--- src/rtl/mux16_81_rr_pkg.sv ---
// Shared constants and types for the 8:1 16-bit gathering mux and its
// round-robin picker. The channel index type is the same 3-bit encoding the
// 1:8 demux uses as its select, so out_sel can be fed straight back.
package mux16_81_rr_pkg;

  localparam int DATA_W = 16;
  localparam int CH_N   = 8;

  // s[2] = upper group of four, s[1:0] = channel within the group
  typedef logic [2:0] ch_idx_t;

endpackage : mux16_81_rr_pkg

--- src/rtl/mux16_81_rr_arb.sv ---
// Combinational 8-way round-robin priority picker. Searches the request
// vector starting just after last_grant and wrapping around, so the channel
// granted most recently has the lowest priority on the next pick.
module rr_arb8
  import mux16_81_rr_pkg::*;
(
  input  logic [CH_N-1:0] req,
  input  ch_idx_t         last_grant,
  output ch_idx_t         grant,
  output logic            hit
);

  // First requester in the order last_grant+1 .. last_grant+8 (mod 8)
  always_comb begin
    ch_idx_t idx;
    grant = '0;
    hit   = 1'b0;
    idx   = '0;
    for (int k = 1; k <= CH_N; k++) begin
      idx = last_grant + ch_idx_t'(k);
      if (!hit && req[idx]) begin
        grant = idx;
        hit   = 1'b1;
      end
    end
  end

endmodule : rr_arb8

--- src/rtl/mux16_81_rr.sv ---
// Eight-into-one 16-bit gathering mux with a single registered output stage.
// Words are pulled from the source channels either round-robin or from one
// directly selected channel; each output word is tagged with its source index.
//
// Handshake: a word moves across an interface on a rising clk edge where
// valid & ready are both 1. in_ready is combinational and at most one-hot;
// it never depends on the same channel's in_valid except through the
// arbitration result. Sources hold data/valid stable until accepted. The
// output stage may load while it drains (out_valid & out_ready), so a
// continuously ready sink receives one word per cycle.
module mux16_81_rr
  import mux16_81_rr_pkg::*;
#(
  parameter int W = DATA_W,
  parameter int N = CH_N
) (
  input  logic           clk,
  input  logic           rst_n,
  input  logic [W*N-1:0] in_data,
  input  logic [N-1:0]   in_valid,
  output logic [N-1:0]   in_ready,
  input  logic           fix_en,
  input  logic [2:0]     fix_sel,
  output logic [W-1:0]   out_data,
  output logic [2:0]     out_sel,
  output logic           out_valid,
  input  logic           out_ready
);

  logic [W-1:0] out_data_q,  out_data_d;
  ch_idx_t      out_sel_q,   out_sel_d;
  logic         out_valid_q, out_valid_d;
  ch_idx_t      last_grant_q, last_grant_d;

  ch_idx_t rr_grant;
  logic    rr_hit;
  ch_idx_t grant;
  logic    hit;
  logic    can_load;
  logic    accept;

  rr_arb8 u_arb (
    .req        (in_valid),
    .last_grant (last_grant_q),
    .grant      (rr_grant),
    .hit        (rr_hit)
  );

  // Pick the granted channel: fixed mode overrides the round-robin result
  always_comb begin
    can_load = !out_valid_q || out_ready;
    if (fix_en) begin
      grant = fix_sel;
      hit   = in_valid[fix_sel];
    end else begin
      grant = rr_grant;
      hit   = rr_hit;
    end
    accept = rst_n && can_load && hit;
  end

  // One-hot ready decode for the granted channel; silent while in reset
  always_comb begin
    in_ready = '0;
    if (accept) begin
      in_ready[grant] = 1'b1;
    end
  end

  // Output stage and pointer next-state: load on accept, empty on drain
  always_comb begin
    out_data_d   = out_data_q;
    out_sel_d    = out_sel_q;
    out_valid_d  = out_valid_q;
    last_grant_d = last_grant_q;
    if (accept) begin
      out_data_d   = in_data[grant*W +: W];
      out_sel_d    = grant;
      out_valid_d  = 1'b1;
      last_grant_d = grant;
    end else if (out_ready) begin
      out_valid_d  = 1'b0;
    end
  end

  // State registers; last_grant resets to 7 so channel 0 goes first
  always_ff @(posedge clk or negedge rst_n) begin
    if (!rst_n) begin
      out_data_q   <= '0;
      out_sel_q    <= '0;
      out_valid_q  <= 1'b0;
      last_grant_q <= 3'd7;
    end else begin
      out_data_q   <= out_data_d;
      out_sel_q    <= out_sel_d;
      out_valid_q  <= out_valid_d;
      last_grant_q <= last_grant_d;
    end
  end

  assign out_data  = out_data_q;
  assign out_sel   = out_sel_q;
  assign out_valid = out_valid_q;

endmodule : mux16_81_rr

--- config.mk ---
export PLATFORM = sky130hd
export DESIGN_NAME = mux16_81_rr
export DESIGN_NICKNAME = d
export VERILOG_FILES = /design/src/rtl/mux16_81_rr_pkg.sv /design/src/rtl/mux16_81_rr_arb.sv /design/src/rtl/mux16_81_rr.sv
export SDC_FILE = /design/constraint.sdc
export NUM_CORES = 1
export LEC_CHECK = 0
export BUFFER_PORTS_ARGS = -buffer_cell sky130_fd_sc_hd__buf_2
export CORE_MARGIN = 3
export CORE_UTILIZATION = 51
export DETAILED_ROUTE_END_ITERATION = 16
export PLACE_DENSITY = 0.89
export SYNTH_ARGS = -nofsm -noshare
export SYNTH_HDL_FRONTEND = slang
export SYNTH_SLANG_ARGS = --single-unit
--- constraint.sdc ---
create_clock -name clk -period 8.07 [get_ports clk]
set_clock_uncertainty 0.15 [all_clocks]
set_input_delay 1.614 -clock clk [delete_from_list [all_inputs] [get_ports clk]]
set_output_delay 1.614 -clock clk [all_outputs]
set_load 0.02 [all_outputs]
==> Word-level counts from Yosys, hierarchy flattened <==
Cells that the tools add are included.
{ "word_totals": {"reg_bits": 23, "elab_cells": 84} }
{ "classes": {"n_addsub": 7, "magnitude_cmp": 11, "n_shift": 1, "muxes": 41, "n_reduce_logical": 20} }
{ "ops": {"columns": ["op", "n"], "rows": [
  ["128-bit by 8-bit indexed part select with 16-bit output", 1],
  ["3-bit by 4-bit less-than comparator with 1-bit output, second input constant", 10],
  ["1-bit binary-select mux with 3-bit select", 9],
  ["3-bit two-way mux", 9],
  ["1-bit two-way mux", 21],
  ["3-bit adder, second input constant", 4],
  ["1-bit logical AND", 10],
  ["1-bit logical NOT", 8],
  ["8-bit two-way mux", 1],
  ["3-bit by 2-bit adder with 3-bit output, second input constant", 2],
  ["3-bit by 1-bit adder with 3-bit output, second input constant", 1],
  ["1-bit demux with 3-bit select", 1],
  ["3-bit by 1-bit >= comparator with 1-bit output, second input constant", 1],
  ["2-bit nonzero test", 1],
  ["1-bit logical OR", 1]
]} }

==> Longest topological paths before layout <==
{ "depth": {"ltp_word": 31, "mapped_depth": 16, "mapped_depth_nobuf": 11} }

==> Cells and area by module <==
A second synthesis with hierarchy kept.
{ "unflattened": {"cells_unflattened": 321, "area_unflattened_um2": 2768.9} }
{ "by_module_without_submodules": {"columns": ["mod", "instances", "cells_per_inst", "area_each_um2", "seq_area_each_um2"], "rows": [
  ["mux16_81_rr", 1, 228, 1983.2, 579.3],
  ["rr_arb8", 1, 93, 785.8, 0.0]
]} }

==> Worst setup path before layout <==
OpenSTA, ideal clock, no wires.
{ "synth_path": {"path_type": "in2out", "start": "in in_valid[0]", "end": "out in_ready[2]", "t_arrival_ps": 4259, "t_required_ps": 6306, "setup_slack_ps": 2047, "path_stages": 10, "path_buffers": 1, "path_cell_list": "mux2_2 mux4_2 nor2_1 nand3b_1 nor2_1 a2111oi_0 o31ai_1 clkbuf_1 nand2_1 nor3_1"} }
{ "synth_between": {"elab_chain_cells": 30, "word_cells_on_any_way": 57, "classes_between": "order compare: 2; mux: 39; reduce/logical: 16"} }
{ "synth_lines": {"columns": ["item", "line", "rtl"], "rows": [
  ["start: declaration", "mux16_81_rr.sv:20", "input logic [N-1:0] in_valid,"],
  ["1-bit binary-select mux with 3-bit select", "mux16_81_rr_arb.sv:21", "if (!hit && req[idx]) begin"],
  ["1-bit two-way mux (not written as such)", "mux16_81_rr_arb.sv:21", null],
  ["1-bit two-way mux", "mux16_81_rr_arb.sv:21", null],
  ["1-bit logical NOT", "mux16_81_rr_arb.sv:21", null],
  ["1-bit logical AND", "mux16_81_rr_arb.sv:21", null],
  ["1-bit two-way mux", "mux16_81_rr_arb.sv:21", null],
  ["1-bit logical NOT", "mux16_81_rr_arb.sv:21", null],
  ["1-bit logical AND", "mux16_81_rr_arb.sv:21", null],
  ["[... 14 more ...]", null, null],
  ["1-bit logical AND", "mux16_81_rr_arb.sv:21", null],
  ["3-bit two-way mux", "mux16_81_rr_arb.sv:21", null],
  ["3-bit two-way mux", "mux16_81_rr.sv:52", "if (fix_en) begin"],
  ["3-bit by 4-bit less-than comparator with 1-bit output (not written as such) / 3-bit by 1-bit >= comparator with 1-bit output (equally long branches)", "mux16_81_rr.sv:66", "in_ready[grant] = 1'b1;"],
  ["1-bit logical AND (not written as such)", "mux16_81_rr.sv:66", null],
  ["1-bit two-way mux (not written as such)", "mux16_81_rr.sv:66", null],
  ["1-bit demux with 3-bit select", "mux16_81_rr.sv:66", null],
  ["8-bit two-way mux (*)", "mux16_81_rr.sv:65", "if (accept) begin"],
  ["end: declaration", "mux16_81_rr.sv:21", "output logic [N-1:0] in_ready,"]
]} }
Mark *: on every way between the ends. The rest lies on a longest branch, timed or not. The select of a mux whose other input is x is not followed.

==> Worst setup path after layout <==
{ "layout_path": {"start": "reg last_grant_q[1]", "end": "out in_ready[3]"} }
{ "layout_between": {"elab_chain_cells": 31, "word_cells_on_any_way": 62, "classes_between": "add/sub: 7; order compare: 2; mux: 37; reduce/logical: 16"} }
{ "layout_lines": {"columns": ["item", "line", "rtl"], "rows": [
  ["start: declaration", "mux16_81_rr.sv:33", "ch_idx_t last_grant_q, last_grant_d;"],
  ["start signal: assignment", "mux16_81_rr.sv:97", "last_grant_q <= last_grant_d;"],
  ["3-bit by 1-bit adder with 3-bit output", "mux16_81_rr_arb.sv:20", "idx = last_grant + ch_idx_t'(k);"],
  ["1-bit binary-select mux with 3-bit select", "mux16_81_rr_arb.sv:21", null],
  ["1-bit two-way mux (not written as such)", "mux16_81_rr_arb.sv:21", null],
  ["1-bit two-way mux", "mux16_81_rr_arb.sv:21", null],
  ["1-bit logical NOT", "mux16_81_rr_arb.sv:21", null],
  ["1-bit logical AND", "mux16_81_rr_arb.sv:21", null],
  ["1-bit two-way mux", "mux16_81_rr_arb.sv:21", null],
  ["1-bit logical NOT", "mux16_81_rr_arb.sv:21", null],
  ["[... 15 more ...]", null, null],
  ["1-bit logical AND", "mux16_81_rr_arb.sv:21", null],
  ["3-bit two-way mux", "mux16_81_rr_arb.sv:21", null],
  ["3-bit two-way mux", "mux16_81_rr.sv:52", null],
  ["3-bit by 4-bit less-than comparator with 1-bit output (not written as such) / 3-bit by 1-bit >= comparator with 1-bit output (equally long branches)", "mux16_81_rr.sv:66", null],
  ["1-bit logical AND (not written as such)", "mux16_81_rr.sv:66", null],
  ["1-bit two-way mux (not written as such)", "mux16_81_rr.sv:66", null],
  ["1-bit demux with 3-bit select", "mux16_81_rr.sv:66", null],
  ["8-bit two-way mux (*)", "mux16_81_rr.sv:65", null]
]} }
Marked as above.

==> impl_metrics.env <==
export IMPL_status="completed"
export IMPL_setup_viol=0
export IMPL_place_gp_congestion=0.9450
export IMPL_report_final_slew_viol_count=0
export IMPL_synth_cell_types=57
export IMPL_dpl_cell_area_um2=4164
export IMPL_yosysMostFrequentCell="nand2_1"
export IMPL_dieArea_um2=7476
export IMPL_yosys_most_used_dff="dfrtp_1"
export IMPL_cp_max_fo=19
export IMPL_pre_cts_ws_ns=1.289
export IMPL_route_detailed_drc=0
export IMPL_hpwlAfterDp_mm=9.815
export IMPL_startpoint_type="flip-flop"
export IMPL_overflow=0
export IMPL_htreeDepth=1
export IMPL_crit_required_ns=6.31
export IMPL_synth_commonest_cells="nand2_1, nor2_1, mux2i_1"
export IMPL_maxCapViolCount=0
export IMPL_fin_crit_ns=7.052
export IMPL_syn_inst=409
export IMPL_drt_met1_wl_mm=4.797
export IMPL_viasPerCell=6.610
export IMPL_powerDensity_nw_per_um2=507.7
export IMPL_cts_buffer_depth=2
export IMPL_post_cts_setup_buffers=0
export IMPL_die_x_um=86.47
export IMPL_port_buffer_count=170
export IMPL_p_leak_uw=0.001903
export IMPL_ys_top_cells_by_area="dfrtp_1, mux2i_1, mux4_2"
export IMPL_wl_met3_mm=1.135
export IMPL_grt_use_total=0.3213
export IMPL_peakVddDrop_mv=0.3188
export IMPL_worstHoldPathType="reg2reg"
export IMPL_insertion_delay_ns=0.28
export IMPL_die_y_um=86.47
export IMPL_ios=171
export IMPL_yosys_warnings=0
export IMPL_yosysTopAreaCellShare=0.1516
export IMPL_cts_clk_slew_worst_paths_ns=0.10
export IMPL_max_slew_margin_rel=0.2676
export IMPL_grt_max_degree=51
export IMPL_core_um2=6096
export IMPL_rows=28
export IMPL_antenna_left=0
export IMPL_area_delta_synth_final_pct=27.51
export IMPL_fin_crit_sh=0.8738
export IMPL_cts_resized_gates=0
export IMPL_yosysTopAreaCell="dfrtp_1"
export IMPL_synth_async_reset_ratio=1.000
export IMPL_finalSetupTns_ns=0
export IMPL_initial_core_util=0.5417
export IMPL_dr_wl_met2_mm=6.200
export IMPL_design_area_um2=4210
export IMPL_drive_above_1_share=0.3888
export IMPL_hold_viol_final=0
export IMPL_cts_num_sinks=23
export IMPL_max_freq_mhz=141.8
export IMPL_cts_root_buf="clkbuf_8"
export IMPL_drt_iter0_drc=382
export IMPL_syn_avg_cell_area_um2=8.073
export IMPL_drt_pass1_iter_count=6
export IMPL_arrival_ns=5.29
export IMPL_syn_num_nets=554
export IMPL_n_antenna_cell=0
export IMPL_netlist_area_um2=3302
export IMPL_rsz0062_at_grt="false"
export IMPL_grt_pass1_vias=3803
export IMPL_wl_mm=12.45
export IMPL_wl_per_cell_um=19.82
export IMPL_fin_ws_ns=1.018
export IMPL_holdWs_ns=0.3366
export IMPL_worst_pin_slew_ns=1.091
export IMPL_top_layer_used="met4"
export IMPL_cts_tree="yes"
export IMPL_yosys_register_bits=23
export IMPL_ys_seq_area_frac=0.1754
export IMPL_ctsHoldBuffers=0
export IMPL_num_vias=4151
export IMPL_synth_edff_count=0
export IMPL_critPathCaptureType="output pin"
export IMPL_nets=699
export IMPL_grt_pass1_wl_mm=19.19
export IMPL_critPathKind="reg2out"
export IMPL_numCtsBuffers=3
export IMPL_antenna_found_initial=0
[routing by layer]
| layer | global-route usage | up-vias |
|---|---|---|
| met2 | 0.5327 | 263 |
| met1 | 0.4307 | 1951 |
| met3 | 0.05513 | 35 |
| met5 | 0 | - |
| li1 | - | 1902 |
| met4 | 0.09065 | 0 |
[power by group]
| part | internal, uW | total, uW | switching [uW] |
|---|---|---|---|
| logic | 707 | 1810 | 1100 |
| registers | 179 | 252 | 73.4 |
| clock network | 34.7 | 79.9 | 45.2 |
| total | 921 | 2140 | 1220 |
[area by class of cell]
type	instances	area [um2]
multi-input combinational	322	2479
inverter	25	93.84
fill	529	1886
sequential	23	579.3
timing repair buffer	179	918.4
clock inverter	1	5.005
tap	75	93.84
clock buffer	3	41.29
[cell families (layout without fill, tap and decap cells)]
family / Yosys count / after routing / synth area share
muxes: 59 / 59 / 0.2243
AOI/OAI and AO/OA: 151 / 151 / 0.3588
xor gates and xnor gates: 2 / 2 / 0.005306
DFF: 23 / 23 / 0.1754
adders and majority gates: 2 / 2 / 0.007577
buffers and inverters: 64 / 208 / 0.08109
and+or+nand+nor: 108 / 108 / 0.1474
[worst paths after layout]
| path | startpoint | slack, ns | endpoint | cells after the start |
|---|---|---|---|---|
| worst max-delay path | last_grant_q[1]$_DFFE_PN1P_ | 1.02 | in_ready[3] | 12 |
| worst min-delay path | out_sel[0]$_DFFE_PN0P_ | 0.34 | out_sel[0]$_DFFE_PN0P_ | 2 |
| worst max register to register | last_grant_q[0]$_DFFE_PN1P_ | 2.17 | out_data[4]$_DFFE_PN0P_ | 10 |
| worst min register to register | out_sel[0]$_DFFE_PN0P_ | 0.34 | out_sel[0]$_DFFE_PN0P_ | 2 |
| max in group asynchronous | rst_n | 6.24 | last_grant_q[0]$_DFFE_PN1P_ | 1 |
| min in group asynchronous | rst_n | 1.16 | out_valid$_DFFE_PN0P_ | 1 |
[flip-flops by register name, indices dropped and copies added (netlist names)]
register      count
last_grant_q      3
out_data         16
out_sel           3
out_valid         1
[worst max-delay path: stages, from the launching register on]
cell,delay [ns]
dfstp_2,0.78
clkinv_1,0.35
ha_1,0.35
xor2_1,0.47
mux4_2,0.62
nor2_1,0.36
nand3b_1,0.19
o2111ai_1,0.31
o2111a_1,0.63
nor2_1,0.28
buf_4,0.28
nor3_1,0.20
buf_2,0.19
[per-stage QoR]
stage	instances	power (uW)	utilization
after global routing	628	2289	0.6907
after detailed placement	624	2021	0.6831
final	628	2137	0.6907
after CTS	628	2102	0.6907
after floorplan	409	1593	-
after global placement	624	1991	0.6831
[cell usage in the layout (no fill, tap or decap), types with 16 or more instances in the layout]
cell type  instances
a211oi_1          18
a221o_1           16
a31oi_1           19
buf_2            170
dfrtp_1           20
inv_1             23
mux2i_1           29
nand2_1           43
nor2_1            34
o2111ai_1         20
o211ai_1          19
o221ai_1          16
Note: power is estimated with default switching activity, not from simulation.
